--- src/rtl/lut_wave_pkg.sv ---
// Shared types and constants for the phase accumulator and LUT waveform stage.
package lut_wave_pkg;

  typedef enum logic [1:0] {
    IDLE  = 2'd0,
    RUN   = 2'd1,
    DRAIN = 2'd2
  } state_t;

  localparam logic [1:0] SEL_SINE = 2'b00;
  localparam logic [1:0] SEL_TRI  = 2'b01;
  localparam logic [1:0] SEL_SQR  = 2'b10;
  localparam logic [1:0] SEL_SAW  = 2'b11;

  localparam int unsigned ACC_W_DEF = 16;
  localparam int unsigned OUT_W_DEF = 8;

endpackage

--- src/rtl/wave_shadow_reg.sv ---
// Shadow register with pending flag; a load on an apply edge keeps pend set
// so the newly captured value waits for the next apply point.
module wave_shadow_reg #(
  parameter int unsigned     W       = 8,
  parameter logic [W-1:0]    RST_VAL = '0
) (
  input  logic         clk,
  input  logic         rst_n,
  input  logic         load,
  input  logic [W-1:0] din,
  input  logic         apply,
  output logic [W-1:0] shadow,
  output logic         pend
);

  always_ff @(posedge clk or negedge rst_n) begin
    if (!rst_n) begin
      shadow <= RST_VAL;
      pend   <= 1'b0;
    end else begin
      if (load) begin
        shadow <= din;
        pend   <= 1'b1;
      end else if (apply) begin
        pend   <= 1'b0;
      end
    end
  end

endmodule

--- src/rtl/phase_acc.sv ---
// Phase accumulator producing the LUT count address and waveform select,
// with wrap-aligned tuning/select updates and end-of-period stop.
module phase_acc
  import lut_wave_pkg::*;
#(
  parameter int unsigned ACC_W   = ACC_W_DEF,
  parameter int unsigned OUT_W   = OUT_W_DEF,
  parameter logic [1:0]  SEL_RST = SEL_SAW
) (
  input  logic             clk,
  input  logic             rst_n,
  input  logic             start,
  input  logic             stop,
  input  logic [ACC_W-1:0] tw,
  input  logic             tw_load,
  input  logic [1:0]       sel_in,
  input  logic             sel_load,
  output logic [OUT_W-1:0] count,
  output logic [1:0]       sel,
  output logic             wrap,
  output logic             busy,
  output logic             pending
);

  state_t           state, state_nx;
  logic [ACC_W-1:0] acc, acc_nx;
  logic [ACC_W-1:0] tw_active, tw_shadow;
  logic [1:0]       sel_shadow;
  logic [ACC_W:0]   sum;
  logic             running, carry, tw_zero, apply, wrap_nx;
  logic             tw_pend, sel_pend;

  always_comb begin
    sum     = {1'b0, acc} + {1'b0, tw_active};
    running = (state != IDLE);
    carry   = running & sum[ACC_W];
    tw_zero = (tw_active == '0);
    // A zero increment never wraps, so it must not block pending updates.
    apply   = !running | carry | tw_zero;
  end

  always_comb begin
    state_nx = state;
    acc_nx   = sum[ACC_W-1:0];
    wrap_nx  = carry;
    unique case (state)
      IDLE: begin
        acc_nx  = '0;
        wrap_nx = 1'b0;
        if (start && !stop) state_nx = RUN;
      end
      RUN: begin
        if (stop) state_nx = DRAIN;
      end
      DRAIN: begin
        if (start && !stop) begin
          state_nx = RUN;
        end else if (carry || tw_zero) begin
          state_nx = IDLE;
          acc_nx   = '0;
        end
      end
      default: begin
        state_nx = IDLE;
        acc_nx   = '0;
        wrap_nx  = 1'b0;
      end
    endcase
  end

  always_ff @(posedge clk or negedge rst_n) begin
    if (!rst_n) begin
      state     <= IDLE;
      acc       <= '0;
      wrap      <= 1'b0;
      tw_active <= '0;
      sel       <= SEL_RST;
    end else begin
      state <= state_nx;
      acc   <= acc_nx;
      wrap  <= wrap_nx;
      if (apply) begin
        tw_active <= tw_shadow;
        sel       <= sel_shadow;
      end
    end
  end

  wave_shadow_reg #(.W(ACC_W), .RST_VAL('0)) u_tw_shadow (
    .clk    (clk),
    .rst_n  (rst_n),
    .load   (tw_load),
    .din    (tw),
    .apply  (apply),
    .shadow (tw_shadow),
    .pend   (tw_pend)
  );

  wave_shadow_reg #(.W(2), .RST_VAL(SEL_RST)) u_sel_shadow (
    .clk    (clk),
    .rst_n  (rst_n),
    .load   (sel_load),
    .din    (sel_in),
    .apply  (apply),
    .shadow (sel_shadow),
    .pend   (sel_pend)
  );

  assign count   = acc[ACC_W-1 -: OUT_W];
  assign busy    = running;
  assign pending = tw_pend | sel_pend;

endmodule

--- config.mk ---
export PLATFORM = sky130hd
export DESIGN_NAME = phase_acc
export DESIGN_NICKNAME = d
export VERILOG_FILES = /design/src/rtl/lut_wave_pkg.sv /design/src/rtl/wave_shadow_reg.sv /design/src/rtl/phase_acc.sv
export SDC_FILE = /design/constraint.sdc
export NUM_CORES = 1
export LEC_CHECK = 0
export BUFFER_PORTS_ARGS = -buffer_cell sky130_fd_sc_hd__buf_2
export CAP_MARGIN = 40
export CORE_UTILIZATION = 45
export DETAILED_ROUTE_END_ITERATION = 10
export GPL_ROUTABILITY_DRIVEN = 0
export PLACE_DENSITY = 0.66
export SLEW_MARGIN = 20
export SYNTH_ARGS = -nofsm -noshare
export SYNTH_HDL_FRONTEND = slang
export SYNTH_SLANG_ARGS = --single-unit
export TNS_END_PERCENT = 10
--- constraint.sdc ---
create_clock -name clk -period 3.11 [get_ports clk]
set_input_delay 0.4665 -clock clk [delete_from_list [all_inputs] [get_ports clk]]
set_output_delay 0.4665 -clock clk [all_outputs]
set_load 0.01 [all_outputs]
==> metrics <==
Detail Route Antenna Nets 0; Critical Path, Cell by Cell ha_1 > inv_1 > fa_1 > nand2b_1 > a21oi_1 > o21a_1 > a41oi_4 > nand3_4 > mux2_2; Filler cells 617; Synth Net Count 322; min Tclk post-route 2750 ps; Worst slew margin 0.591; Via Count 2164; CP required 3330 ps; CTS max path bufs 2; Post-CTS Setup Bufs 0; Async SR Flop Fraction 1.00; Seq cells post-synth 57; die area 7290 um2; GR Overflow Total 0; CP max FO 18; clk sinks 57; Tcrit/Tclk final 0.884; Hold Crit Class in -> async; Post-CTS Resized 0; Mapped Area 3130 um2; Port Buffers 36; GRT Total Usage 0.188; EDFF count, synth 0; register area share after synthesis 0.458; layout cells sized above 1 0.311; Yosys cell types 49; io pins 37; hold buffers post-CTS 0; status completed; Mapped Cells 277; total negative slack 0 ps; Slew @ Worst Pin 610 ps; WL/cell 15.4 um; Final Net Count 358; Clock Root Buffer clkbuf_8; CP startpoint kind flop; hold_ws 104 ps; kind of critical path reg -> reg; Synthesis Warnings 0; Max Slew Vio Count 0; skew final 7.58 ps; CTS Buf Count 9; Final setup viols 0; Initial DRC Count 135; first-pass detailed-route iteration total 4; RSZ-0062 raised after global routing false; max cap viols 0; clk slew on worst S/H paths 70 ps; Max VDD drop 0.000504 V; Leak 0.00167 uW; initial antenna violation count 0; largest net degree at the start of global routing 25; clock latency at the later pin of the worst-skew pair 330 ps; Final Hold Violating Endpoints 0; Setup crit end kind flop; first-pass GRT wire length 10500 um; vias in the first global route 2138; htree depth 3; # rows 30; slowest stage delay, CP 390 ps; CP max stage cell fa_1; WL final 6120 um; DR vias/cell 5.44; DRC violations left 0; FMAX 364 MHz; Worst EP arrival 2970 ps; Syn Area/Cell 11.3 um2; HPWL Detailed 4500 um; effective utilization at floorplan 0.463; top_reg_cell synth dfrtp_1; chip width 85.4 um; diode count 0; DIE HEIGHT 85.4 um; pwr/cell area 1000 nW/um2; core area 6760 um2; CTS tree done; Syn-to-layout area delta 13.6%
-- synth_stat cells, drive strengths merged, types with 3 or more instances --
library cell  instances  area share
a31oi                 3      0.0060
a21o                  4      0.0096
a21oi                19       0.035
clkbuf                4      0.0048
nor4                  5       0.010
nand4                 4      0.0080
o211ai                3      0.0072
nand3                 3      0.0088
mux2                 36        0.14
a211oi                3      0.0072
nor2                 22       0.026
nand2                13       0.016
xor2                  7       0.020
inv                  14       0.017
nand2b                3      0.0060
ha                   20       0.080
nor3                  3      0.0048
dfrtp                53        0.42
o21ai                14       0.022
buf                  12       0.030
dfstp                 4       0.034
-- logic make-up after synthesis --
logic type      Yosys count  share of synthesized area
compound gates           63                      0.141
xor+xnor                  8                     0.0224
fa+ha+maj                21                     0.0864
buf+inv                  30                     0.0512
flops                    57                      0.458
mux                      37                      0.145
simple gates             61                     0.0964
-- cells in the final DEF (no fill, tap or decap), types with 4 or more instances in the layout --
cell and count:
o21ai_0 14, mux2_4 10, dfstp_2 4, a21o_1 4
a21oi_1 17, buf_4 4, nand4_1 4, nor2_1 22
clkbuf_1 4, ha_1 20, dfrtp_1 53, xor2_1 7
nand2_1 13, clkbuf_8 9, mux2_2 26, inv_1 14
buf_2 36, nor4_1 5
-- per-layer routing --
layer | up-vias | wire (um) | track usage
li1 | 1071 | - | -
met1 | 1019 | 3110 | 0.272
met2 | 61 | 2630 | 0.265
met3 | 13 | 230 | 0.0467
met4 | 0 | 143 | 0.0833
met5 | - | 0 | 0
-- power breakdown --
part | switching (uW) | total (uW) | internal, uW
Sequential | 183 | 1160 | 978
Clock | 290 | 741 | 451
Combinational | 905 | 1650 | 747
Total | 1380 | 3550 | 2180
-- critical path: cells and delay by family, from the launching register on --
kind,cells,cell delay (ps)
flip-flops,1,370
AND/OR/NAND/NOR,2,520
adder cells (fa/ha/maj),2,570
buffers and inverters,1,50
multiplexers,1,380
AO/OA/AOI/OAI,3,730
-- area by class of cell --
type	count	area [um2]	share of cell area
clock buffers	13	139	0.0391
flip-flops and latches	57	1430	0.403
repair buffers	41	230	0.0648
multi-input cells	190	1540	0.432
well taps	80	100	0.0282
inverters	14	52.6	0.0148
clock inverters	3	65.1	0.0183
-- registers in the layout (all words and copies together), names as in the netlist --
name	cells
u_sel_shadow.shadow	2
tw_active	16
acc	16
state	2
sel	2
u_tw_shadow.shadow	16
u_sel_shadow.pend	1
wrap	1
u_tw_shadow.pend	1
-- stage by stage --
step | power (uW) | instances | worst slack [ps] | cell area, um2 | util
3_3_place_gp | 2770 | 381 | 435 | 3330 | 0.493
2_1_floorplan | 2480 | 277 | 557 | 3130 | -
6_report | 3550 | 398 | 360 | 3550 | 0.526
4_1_cts | 3570 | 398 | 366 | 3550 | 0.526
3_5_place_dp | 2810 | 382 | 378 | 3350 | 0.496
5_1_grt | 3840 | 398 | 167 | 3550 | 0.526
-- worst paths after layout --
path	start	depth (start not counted)	endpoint	slack, ps
hold / removal	rst_n	1	acc[14]$_DFF_PN0_	100
hold reg to reg	u_tw_shadow.shadow[8]$_DFFE_PN0P_	1	tw_active[8]$_DFFE_PN0P_	500
setup / recovery	tw_active[0]$_DFFE_PN0P_	9	tw_active[4]$_DFFE_PN0P_	360
setup reg to reg	tw_active[0]$_DFFE_PN0P_	9	tw_active[4]$_DFFE_PN0P_	360
max in group asynchronous	rst_n	2	sel[1]$_DFFE_PN1P_	2420
min in group clk	tw[10]	2	u_tw_shadow.shadow[10]$_DFFE_PN0P_	360
(Power assumes the default switching activity.)
